$ cat src/rtl/mul_pkg.sv
// mul_pkg: shared types and constants for the shift-add multiplier.
//   mul_state_t : controller states (IDLE, CALC, DONE)
//   MUL_N       : default operand width
package mul_pkg;

  typedef enum logic [1:0] {
    IDLE = 2'd0,
    CALC = 2'd1,
    DONE = 2'd2
  } mul_state_t;

  localparam int unsigned MUL_N = 16;

endpackage

$ cat src/rtl/mul_fsm.sv
// mul_fsm: sequential shift-add unsigned multiplier with a start/busy/done handshake.
// It takes N cycles of iteration plus one DONE cycle per operation.
// Ports:
//   clk          : system clock, rising edge
//   reset        : asynchronous active-low reset
//   start        : request, sampled only in IDLE
//   multiplicand : operand A (N bits), captured on the accepted start edge
//   multiplier   : operand B (N bits), captured on the accepted start edge
//   product      : A*B (2N bits), loaded on DONE entry and held until the next result
//   busy         : high in CALC and DONE
//   done         : one-cycle pulse in DONE
module mul_fsm
  import mul_pkg::*;
#(
  parameter int unsigned N = MUL_N
) (
  input  logic           clk,
  input  logic           reset,
  input  logic           start,
  input  logic [N-1:0]   multiplicand,
  input  logic [N-1:0]   multiplier,
  output logic [2*N-1:0] product,
  output logic           busy,
  output logic           done
);

  localparam int unsigned CW = $clog2(N) + 1;

  mul_state_t r_state;
  mul_state_t w_state_next;

  logic [2*N-1:0] r_mcand;
  logic [N-1:0]   r_mplr;
  logic [2*N-1:0] r_acc;
  logic [CW-1:0]  r_cnt;
  logic [2*N-1:0] r_product;

  logic [2*N-1:0] w_addend;
  logic [2*N-1:0] w_sum;
  logic           w_last;

  // One shift-add step; the full 2N-bit sum is exact, so no carry out is needed.
  assign w_addend = r_mplr[0] ? r_mcand : '0;
  assign w_sum    = r_acc + w_addend;
  assign w_last   = (r_cnt == CW'(N - 1));

  // State register
  always_ff @(posedge clk or negedge reset) begin
    if (!reset) begin
      r_state <= IDLE;
    end else begin
      r_state <= w_state_next;
    end
  end

  // Next-state logic
  always_comb begin
    w_state_next = r_state;
    unique case (r_state)
      IDLE:    if (start) w_state_next = CALC;
      CALC:    if (w_last) w_state_next = DONE;
      DONE:    w_state_next = IDLE;
      default: w_state_next = IDLE;
    endcase
  end

  // Outputs decoded from state
  always_comb begin
    busy = 1'b0;
    done = 1'b0;
    unique case (r_state)
      IDLE: begin
        busy = 1'b0;
        done = 1'b0;
      end
      CALC: busy = 1'b1;
      DONE: begin
        busy = 1'b1;
        done = 1'b1;
      end
      default: begin
        busy = 1'b0;
        done = 1'b0;
      end
    endcase
  end

  // Datapath
  always_ff @(posedge clk or negedge reset) begin
    if (!reset) begin
      r_mcand   <= '0;
      r_mplr    <= '0;
      r_acc     <= '0;
      r_cnt     <= '0;
      r_product <= '0;
    end else begin
      unique case (r_state)
        IDLE: begin
          if (start) begin
            r_mcand <= {{N{1'b0}}, multiplicand};
            r_mplr  <= multiplier;
            r_acc   <= '0;
            r_cnt   <= '0;
          end
        end
        CALC: begin
          r_acc   <= w_sum;
          r_mcand <= r_mcand << 1;
          r_mplr  <= r_mplr >> 1;
          r_cnt   <= r_cnt + 1'b1;
          // Last iteration: publish the sum including this step's partial product.
          if (w_last) r_product <= w_sum;
        end
        default: ;
      endcase
    end
  end

  assign product = r_product;

endmodule
$ cat config.mk
export PLATFORM = sky130hd
export DESIGN_NAME = mul_fsm
export DESIGN_NICKNAME = d
export VERILOG_FILES = /design/src/rtl/mul_pkg.sv /design/src/rtl/mul_fsm.sv
export SDC_FILE = /design/constraint.sdc
export NUM_CORES = 1
export LEC_CHECK = 0
export BUFFER_PORTS_ARGS = -buffer_cell sky130_fd_sc_hd__buf_2
export CORE_MARGIN = 3
export CORE_UTILIZATION = 49
export DETAILED_ROUTE_END_ITERATION = 16
export PLACE_DENSITY = 0.71
export SLEW_MARGIN = 5
export SYNTH_ARGS = -nofsm -noshare
export SYNTH_HDL_FRONTEND = slang
export SYNTH_SLANG_ARGS = --single-unit
$ cat constraint.sdc
create_clock -name clk -period 2.8 [get_ports clk]
set_input_delay 0.14 -clock clk [delete_from_list [all_inputs] [get_ports clk]]
set_output_delay 0.14 -clock clk [all_outputs]
set_load 0.05 [all_outputs]
=== Word-level counts from Yosys, hierarchy flattened ===
Cells that the tools add are included.

* Mux-type cells: 14
* Equal/unequal tests: 5
* Reduce and logical (&&, ||, !) cells: 6
* Add/sub/neg operators: 2

{| class="wikitable"
|+ Operator list
! cell !! count
|-
| $pmux W32 S2 || 2
|-
| $mux W32 || 3
|-
| $add A32 B32 Y32 || 1
|-
| $pmux W16 S2 || 1
|-
| $mux W16 || 1
|-
| $pmux W5 S2 || 1
|-
| $reduce_and A2 Y1 || 3
|-
| $add A5 B1 Y5 const B || 1
|-
| $eq A5 B4 Y1 const B || 1
|-
| $mux W5 || 1
|-
| $mux W2 || 2
|-
| $ne A2 B2 Y1 const B || 2
|-
| $pmux W2 S2 || 1
|-
| $eq A2 B1 Y1 const B || 1
|-
| $eq A2 B2 Y1 const B || 1
|-
| $logic_not A2 Y1 || 1
|-
| $mux W1 || 2
|-
| $reduce_bool A2 Y1 || 1
|-
| $reduce_or A2 Y1 || 1
|}

* Output and inout port bits: 34
* Word-level logic and storage cells: 33
* Bits of input ports: 35
* Register bits after elaboration: 119

=== Depth between registers and ports, before layout ===
Gate-level depths: netlist of run 1.

* Depth in word-level cells: 3
* Mapped depth: 11
* Gate-level depth less buffers: 11

=== Least setup slack after synthesis of run 1 ===
No wires, ideal clock.

* Path kind: register to register
* Start point: reg r_mplr[0]
* End point: reg r_acc[30]
* Clock period less this slack: 2.866 ns
* Path slack: -0.066 ns
* Stages on the path, launching flop included: 11
* Arrival: 2.745 ns
* Buffers on the path: 1
* Cells stage by stage: dfrtp_1 > clkbuf_1 > and2_1 > fa_1 > a21o_1 > a221oi_2 > o31ai_2 > a31oi_1 > a2111oi_0 > or3_1 > a32o_1

* Word-level cells in the longest chain between the ends: 3

{| class="wikitable"
|+ RTL lines
! element !! line !! text
|-
| start, declared || mul_fsm.sv:33 || <nowiki>logic [N-1:0] r_mplr;</nowiki>
|-
| start signal, assigned || mul_fsm.sv:101 || <nowiki>r_mplr <= multiplier;</nowiki>
|-
| start signal, assigned || mul_fsm.sv:109 || <nowiki>r_mplr <= r_mplr >> 1;</nowiki>
|-
| $mux W32 || mul_fsm.sv:43 || <nowiki>assign w_addend = r_mplr[0] ? r_mcand : '0;</nowiki>
|-
| $add A32 B32 Y32 || mul_fsm.sv:44 || <nowiki>assign w_sum = r_acc + w_addend;</nowiki>
|-
| $pmux W32 S2 || mul_fsm.sv:97 || <nowiki>unique case (r_state)</nowiki>
|-
| end signal, assigned || mul_fsm.sv:107 || <nowiki>r_acc <= w_sum;</nowiki>
|-
| end, declared || mul_fsm.sv:34 || <nowiki>logic [2*N-1:0] r_acc;</nowiki>
|}

No other way between the ends.
A chain may end at the register's enable or synchronous reset.

=== Final worst setup path of run 1 ===
Ends and elaborated chain as after synthesis.

==> results of run 1 <==
-- state kept, by name, indices dropped and copies added (netlist names) --
signal / cells
product: 32
r_acc: 32
r_mcand: 32
r_mplr: 16
r_cnt: 5
r_state: 2
-- per-stage QoR --
step / area, µm² / power [mW] / setup slack [ps] / utilization
after global routing: 9140 / 9.67 / -192 / 0.685
final: 9140 / 9.12 / -109 / 0.685
after floorplan: 6770 / 4.90 / 27.6 / -
after detailed placement: 7810 / 6.25 / -207 / 0.585
after CTS: 8670 / 8.66 / -73.5 / 0.649
after global placement: 7810 / 6.12 / -117 / 0.585
-- layout by cell type, fill, tap and decap left out, types with 4 or more instances in the layout --
master	n
sky130_fd_sc_hd__a2111oi_4	4
sky130_fd_sc_hd__a21o_1	7
sky130_fd_sc_hd__a21oi_1	43
sky130_fd_sc_hd__a21oi_2	6
sky130_fd_sc_hd__a22o_1	40
sky130_fd_sc_hd__a31o_2	5
sky130_fd_sc_hd__and2_1	33
sky130_fd_sc_hd__and3_1	6
sky130_fd_sc_hd__buf_2	67
sky130_fd_sc_hd__buf_4	96
sky130_fd_sc_hd__clkbuf_16	17
sky130_fd_sc_hd__dfrtp_1	118
sky130_fd_sc_hd__dlygate4sd3_1	8
sky130_fd_sc_hd__ha_1	22
sky130_fd_sc_hd__ha_4	12
sky130_fd_sc_hd__inv_1	17
sky130_fd_sc_hd__inv_6	5
sky130_fd_sc_hd__mux2_2	5
sky130_fd_sc_hd__mux2i_1	17
sky130_fd_sc_hd__nand2_1	96
sky130_fd_sc_hd__nand2_2	4
sky130_fd_sc_hd__nand3_1	13
sky130_fd_sc_hd__nand4_1	12
sky130_fd_sc_hd__nor2_1	13
sky130_fd_sc_hd__nor3_1	6
sky130_fd_sc_hd__o21a_1	6
sky130_fd_sc_hd__o21ai_0	34
sky130_fd_sc_hd__o21ai_1	8
sky130_fd_sc_hd__o21ai_2	5
sky130_fd_sc_hd__o22ai_1	27
sky130_fd_sc_hd__or3_1	4
sky130_fd_sc_hd__xnor2_1	10
sky130_fd_sc_hd__xor2_1	8
-- worst register-to-register path: stages, from the launching register on --
cell and delay (ps):
sky130_fd_sc_hd__dfrtp_2 470, sky130_fd_sc_hd__buf_4 190, sky130_fd_sc_hd__and2_1 170, sky130_fd_sc_hd__ha_4 290, sky130_fd_sc_hd__and3_1 180, sky130_fd_sc_hd__nand4_1 270
sky130_fd_sc_hd__nor2_2 310, sky130_fd_sc_hd__a31oi_4 140, sky130_fd_sc_hd__a2111oi_4 390, sky130_fd_sc_hd__o21ai_1 150, sky130_fd_sc_hd__a32o_1 260
-- where the power goes --
| part | internal (mW) | leakage [nW] | switching [mW] |
|---|---|---|---|
| clock | 1.39 | 0.294 | 0.835 |
| sequential | 2.14 | 1.56 | 0.355 |
| combinational | 1.96 | 2.48 | 2.43 |
| total | 5.50 | 4.34 | 3.62 |
-- timing repair --
action,in CTS,in global routing
hold buffers,8,0
resized for setup,33,73
pin swaps,13,33
hold endpoints to repair,89,0
buffers inserted,4,8
endpoints found under the setup margin,32,36
-- cell families after synthesis --
kind of cell	after synthesis	synth area share
compound gates	235	0.236
xor+xnor	24	0.0311
fa+ha+maj	37	0.0697
buf+inv	64	0.0426
flops	119	0.441
mux	25	0.0386
simple gates	202	0.141
-- routing by layer --
| metal | wire length, µm | global-route usage | share of wire | vias to the layer above |
|---|---|---|---|---|
| li1 | - | - | - | 2884 |
| met1 | 8380 | 0.345 | 0.44 | 3023 |
| met2 | 9280 | 0.415 | 0.49 | 208 |
| met3 | 1040 | 0.0622 | 0.055 | 36 |
| met4 | 325 | 0.0734 | 0.017 | 0 |
| met5 | 0 | 0 | 0 | - |
-- how the worst min path moves through the flow --
stage                startpoint     endpoint  slack, ps
2_1_floorplan             reset   product[0]       -160
5_1_grt        multiplicand[12]  r_mcand[12]         20
3_5_place_dp              reset  product[20]         40
4_1_cts          multiplier[14]   r_mplr[14]          2
6_report       multiplicand[12]  r_mcand[12]         10
3_3_place_gp              reset  product[14]         40
-- final cells by class --
| cell class | instances | share of cell area |
|---|---|---|
| well taps | 176 | 0.0241 |
| repair buffers | 175 | 0.131 |
| multi-input cells | 523 | 0.445 |
| flip-flops and latches | 119 | 0.326 |
| clock buffers | 20 | 0.0510 |
| inverters | 19 | 0.00780 |
| clock inverters | 12 | 0.0151 |
==> impl_results.rst, run 1 <==
.. list-table::
   :header-rows: 1

   * - Metric
     - Value
   * - Outcome
     - finished, violations left
   * - Violated checks
     - negative setup slack
   * - End of the worst register-to-register path
     - r_acc[30]
   * - Core area
     - 13,300 µm²
   * - Minimum setup slack among reg-to-reg paths
     - -110 ps
   * - Area occupied by registers
     - around 3000 µm²
   * - Antenna-violating nets left
     - 0
   * - Fill count
     - between 1,000 and 1,500
   * - Number of core rows
     - 42
   * - Clock transition at the registers of the reported paths
     - about 60 ps
   * - HP Class
     - in -> reg
   * - Data arrival time of the worst path
     - about 3200 ps
   * - Die footprint
     - 15,200 µm²
   * - Routed len/inst
     - around 18 µm
   * - Number of enable-type register cells in the synthesized netlist
     - 0
   * - Sequential cell area fraction in the yosys report
     - 0.441
   * - Worst-Margin Slew
     - 604 ps
   * - Top cells by instance count after synthesis
     - sky130_fd_sc_hd__dfrtp_1 (119), sky130_fd_sc_hd__nand2_1 (99), sky130_fd_sc_hd__a21oi_1 (52), sky130_fd_sc_hd__o21ai_0 (45), sky130_fd_sc_hd__a22o_1 (40)
   * - Die outline width
     - around 120 µm
   * - Net count of the mapped netlist
     - roughly 800
   * - Grt total ovfl
     - 0
   * - PwrDens
     - ~1000 nW/µm²
   * - Cells on Worst Hold Path
     - 3
   * - Worst IR drop on VDD
     - 0.686 mV
   * - Num Clock Sinks
     - 119
   * - Post-layout worst setup margin
     - -109 ps
   * - Crit path cell chain
     - buf_4 -> and2_1 -> ha_4 -> and3_1 -> nand4_1 -> nor2_2 -> a31oi_4 -> a2111oi_4 -> o21ai_1 -> a32o_1
   * - Starting Density
     - 0.506
   * - Type of origin of the critical path
     - flop
   * - CTS Buf Count
     - 17
   * - Pins Over Slew Limit
     - 0
   * - Most frequently used cell type in the post-synthesis netlist
     - sky130_fd_sc_hd__dfrtp_1
   * - Largest net degree at the start of global routing
     - 65
   * - Total via count after detailed routing
     - 6,151
   * - Clock Latency Late Sink
     - ~420 ps
   * - Instance count on the critical path
     - 10
   * - Number of global-route vias before repair
     - 6,173
   * - Die boundary height
     - 123 µm
   * - Main synth FF type
     - sky130_fd_sc_hd__dfrtp_1
   * - Total Neg Setup Slack
     - -515 ps
   * - Count of yosys warnings during synthesis
     - 0
   * - Initial antenna violation count
     - 0
   * - Count of buffers inserted at the top-level ports
     - 68
   * - Number of failing hold endpoints at the final stage
     - 0
   * - Total setup violations reported at the end of the flow
     - 10
   * - Detailed-route DRC error count
     - 0
   * - Critical path origin
     - r_mplr[0]
   * - Instance count of the mapped netlist
     - 706
   * - Worst-case headroom to the max-slew limit
     - 0.596
   * - # placed instances
     - ~990
   * - Layout Nets
     - 927
   * - Area taken by multi-input logic gates
     - 4070 µm²
   * - All-Layer GR Usage
     - 0.257
   * - Max H-tree Level
     - 4
   * - Synth top area cells
     - sky130_fd_sc_hd__dfrtp_1 (44%), sky130_fd_sc_hd__ha_1 (6.7%), sky130_fd_sc_hd__nand2_1 (5.5%), sky130_fd_sc_hd__a22o_1 (5.2%), sky130_fd_sc_hd__a21oi_1 (3.9%)
   * - Detailed Routing Iterations Pass 1
     - 5
   * - Buffers & Inverters on Critical Path
     - 1
   * - Worst path top cell family by delay
     - compound AO/OA/AOI/OAI gates
   * - Setup Crit Path Kind
     - reg -> reg
   * - Count of inserted antenna diode cells
     - 0
   * - Layout Cells excl Fill
     - 1,044
   * - Total half-perimeter wirelength after legalization and detailed placement
     - between 10,000 and 15,000 µm
   * - Synthesis-to-layout area growth
     - 35.5%
   * - Share of layout cells above drive strength 1
     - 0.334
   * - Worst path max stage delay
     - around 470 ps
   * - Worst-path maximum fanout
     - 9
   * - Synth Area per Inst
     - between 9 and 10 µm²
   * - Clock root buffer
     - sky130_fd_sc_hd__clkbuf_16
   * - Required time reported for the critical path endpoint
     - 3110 ps
   * - DRC violation total after the first TritonRoute iteration
     - 331
   * - Leakage power
     - between 4 and 5 nW
   * - Reg-to-reg critical path startpoint
     - r_mplr[0]
   * - FFs w/ async S/R, synth
     - 1.00
   * - Setup repair after global routing missed its margin
     - true
   * - Synthesis-stage register bit count
     - 119
   * - Number of distinct library cell variants in the gate-level netlist after synthesis
     - roughly 60
   * - Slowest stage cell on the critical path
     - sky130_fd_sc_hd__dfrtp_2
   * - Cell type with the highest aggregate area in the netlist
     - sky130_fd_sc_hd__dfrtp_1
   * - Number of buffers on the longest clock path
     - 2
   * - Share of the clock period used by the worst path after layout
     - 1.04
   * - Final weighted congestion in routability-driven placement
     - 0.980
   * - Per-cell via count in the routed design
     - 5.89
   * - Wire length of the first global-routing pass
     - 30,800 µm
   * - TritonCTS clock tree
     - built
   * - Cell Area, Synth
     - 6750 µm²
   * - Count of maximum capacitance violations
     - 0
   * - Total length of routed wires
     - 19,000 µm
   * - Critical path endpoint category
     - flop
   * - Top-Level Pins
     - 69
   * - CP Capture Point
     - r_acc[30]
   * - Worst hold slack across all endpoints
     - about 13 ps
   * - Time the final worst path needs with I/O delays and setup
     - 2910 ps
   * - Maximum clock frequency
     - 0.344 GHz
   * - Reg2reg path depth
     - 10
   * - Setup Skew
     - between 8 and 9 ps
   * - Share of Yosys cell area claimed by the top area cell type
     - 0.441
No activity file was read; power rests on OpenSTA's default activity.
==> run 2, diff against run 1 <==
--- a/config.mk
+++ b/config.mk
@@ -7,9 +7,8 @@
 export LEC_CHECK = 0
 export BUFFER_PORTS_ARGS = -buffer_cell sky130_fd_sc_hd__buf_2
 export CORE_MARGIN = 3
-export CORE_UTILIZATION = 49
+export CORE_UTILIZATION = 35
 export DETAILED_ROUTE_END_ITERATION = 16
-export PLACE_DENSITY = 0.71
 export SLEW_MARGIN = 5
 export SYNTH_ARGS = -nofsm -noshare
 export SYNTH_HDL_FRONTEND = slang
==> impl_results.rst, run 2 (synthesized netlist as in run 1, its figures left out) <==
.. list-table::
   :header-rows: 1

   * - Metric
     - Value
   * - Die boundary height
     - between 100 and 150 µm
   * - Total length of routed wires
     - 18,400 µm
   * - Commonest cells after routing, fill and taps aside
     - sky130_fd_sc_hd__dfrtp_1 (118), sky130_fd_sc_hd__buf_4 (108), sky130_fd_sc_hd__nand2_1 (98), sky130_fd_sc_hd__buf_2 (67), sky130_fd_sc_hd__a21oi_1 (45)
   * - Total half-perimeter wirelength after legalization and detailed placement
     - 12,900 µm
   * - Number of core rows
     - 50
   * - Layout Cells excl Fill
     - 1,142
   * - All-Layer GR Usage
     - 0.182
   * - Detailed Routing Iterations Pass 1
     - 5
   * - Area taken by multi-input logic gates
     - approximately 4000 µm²
   * - Final Core Density
     - 0.491
   * - Worst path top cell family by delay
     - compound AO/OA/AOI/OAI gates
   * - Synthesis-to-layout area growth
     - 37.0%
   * - Worst-Margin Slew
     - 625 ps
   * - Core area
     - 18,800 µm²
   * - Data arrival time of the worst path
     - 3200 ps
   * - Post-layout worst setup margin
     - -81.0 ps
   * - Cells on Worst Hold Path
     - 3
   * - Layout Nets
     - approximately 940
   * - Number of global-route vias before repair
     - 5,936
   * - Max H-tree Level
     - 4
   * - Share of the clock period used by the worst path after layout
     - 1.03
   * - Required time reported for the critical path endpoint
     - 3120 ps
   * - Leakage power
     - 4.36 nW
   * - Setup Skew
     - 14.0 ps
   * - Clock root buffer
     - sky130_fd_sc_hd__clkbuf_16
   * - Count of buffers inserted at the top-level ports
     - 68
   * - Setup repair after global routing missed its margin
     - true
   * - Final cell area excluding filler cells
     - 9250 µm²
   * - Crit path cell chain
     - buf_6 -> and2_4 -> fa_2 -> a21o_1 -> a221oi_4 -> o31ai_4 -> a31oi_4 -> a2111oi_4 -> or3_1 -> a31o_2
   * - GR Layer Usage met3
     - 0.0394
   * - Pins Over Slew Limit
     - 0
   * - Num Clock Sinks
     - 119
   * - Total via count after detailed routing
     - 5,941
   * - Violated checks
     - negative setup slack
   * - Area occupied by registers
     - 2980 µm²
   * - TritonCTS clock tree
     - built
   * - Outcome
     - finished, violations left
   * - Worst-case headroom to the max-slew limit
     - 0.582
   * - Placement-stage cell area
     - 8060 µm²
   * - Worst-path maximum fanout
     - 7
   * - Final weighted congestion in routability-driven placement
     - ~0.9
   * - Setup Crit Path Kind
     - reg -> reg
   * - Detailed-route DRC error count
     - 0
   * - Fraction of power consumed by combinational cells
     - 0.485
   * - Initial antenna violation count
     - 0
   * - Clock transition at the registers of the reported paths
     - about 60 ps
   * - Die outline width
     - 145 µm
   * - Reg2reg path depth
     - 10
   * - Most common cell after layout, fill and taps aside
     - sky130_fd_sc_hd__dfrtp_1
   * - Type of origin of the critical path
     - flop
   * - Largest net degree at the start of global routing
     - 69
   * - Clock Latency Late Sink
     - 430 ps
   * - Starting Density
     - 0.358
   * - Share of layout cells above drive strength 1
     - 0.332
   * - # placed instances
     - ~1,100
   * - Fraction of power spent switching nets
     - 0.392
   * - PwrDens
     - slightly below 1000 nW/µm²
   * - Buffers & Inverters on Critical Path
     - 1
   * - CTS Buf Count
     - 17
   * - Count of inserted antenna diode cells
     - 0
   * - Grt total ovfl
     - 0
   * - Switching power
     - 3.57 mW
   * - Number of buffers on the longest clock path
     - 2
   * - Antenna-violating nets left
     - 0
   * - Total setup violations reported at the end of the flow
     - 8
   * - Number of failing hold endpoints at the final stage
     - 0
   * - Die footprint
     - approximately 21,000 µm²
   * - Wire length of the first global-routing pass
     - 30,200 µm
   * - Count of maximum capacitance violations
     - 0
   * - Routed len/inst
     - 16.1 µm
   * - HP Class
     - in -> reg
   * - Critical path endpoint category
     - flop
   * - Routing usage on met1
     - 0.263
   * - Per-cell via count in the routed design
     - ~5.2
   * - Total Neg Setup Slack
     - -388 ps
   * - Met2 demand-to-capacity share in global routing
     - 0.274
   * - GRT Max-Usage Layer
     - met2
   * - Worst IR drop on VDD
     - about 0.85 mV
   * - Fill count
     - 1,776
   * - Maximum clock frequency
     - 0.347 GHz
   * - Slowest stage cell on the critical path
     - sky130_fd_sc_hd__dfrtp_2
   * - Dpl ws
     - -263 ps
   * - Instance count on the critical path
     - 10
   * - DRC violation total after the first TritonRoute iteration
     - approximately 280
   * - Internal power
     - 5.54 mW
   * - Power share of the sequential group
     - 0.273
   * - Share of total power in the clock network
     - 0.241
   * - Top-Level Pins
     - 69
   * - Time the final worst path needs with I/O delays and setup
     - 2880 ps
   * - Worst path max stage delay
     - 490 ps
## run 2: cell types whose count changed in the layout (fill, tap and decap cells not counted), sizes merged
cell         delta
buf            +14
clkbuf          -2
clkinv          +2
clkinvlp        +1
dlygate4sd3     +1
inv             -2
## run 2: worst min-delay path: cells and delay by family
family,cells,cell delay (ps)
buffers and inverters,1,70
multiplexers,1,50
AO/OA/AOI/OAI,1,130
## run 2: routing by layer
| metal | vias to the layer above | routed length, µm |
|---|---|---|
| met2 | 136 | 8380 |
| li1 | 2924 | - |
| met3 | 27 | 819 |
| met1 | 2854 | 8870 |
| met4 | 0 | 294 |
| met5 | - | 0 |
## run 2: power groups by stage
| stage | sequential, mW | clock, mW | combinational [mW] |
|---|---|---|---|
| 6_report | 2.49 | 2.20 | 4.42 |
| 3_3_place_gp | 2.47 | 0 | 3.88 |
| 5_1_grt | 2.54 | 2.33 | 4.88 |
| 2_1_floorplan | 2.38 | 0 | 2.52 |
| 3_5_place_dp | 2.47 | 0 | 3.92 |
| 4_1_cts | 2.47 | 2.24 | 4.12 |
## run 2: per-stage QoR
stage               total power [mW]  hold slack, ps
floorplan                       4.90            -156
global placement                6.36            76.4
detailed placement              6.39            75.3
CTS                             8.84          0.0628
global route                    9.75            19.0
finish                          9.11           0.681
## run 2: worst paths after layout
path	start	end	slack, ps
max	r_mplr[0]	product[30]	-80
min	multiplicand[3]	r_mcand[3]	0.7
max reg2reg	r_mplr[0]	product[30]	-80
min reg2reg	product[13]	product[13]	470
max in group asynchronous	reset	r_acc[29]	1930
min in group asynchronous	reset	product[12]	160
## run 2: repair_timing
item,in CTS,in global routing
setup endpoints to repair,29,34
pin swaps,18,20
hold buffers,9,0
endpoints found under the hold margin,32,0
setup buffers,3,5
gates resized for setup,41,49
## run 2: area by class of cell
type / instances / share of cell area
Sequential cell: 119 / 0.322
Multi-Input combinational cell: 523 / 0.428
Inverter: 19 / 0.00771
Clock buffer: 18 / 0.0475
Timing Repair Buffer: 190 / 0.144
Clock inverter: 13 / 0.0161
Tap cell: 260 / 0.0352
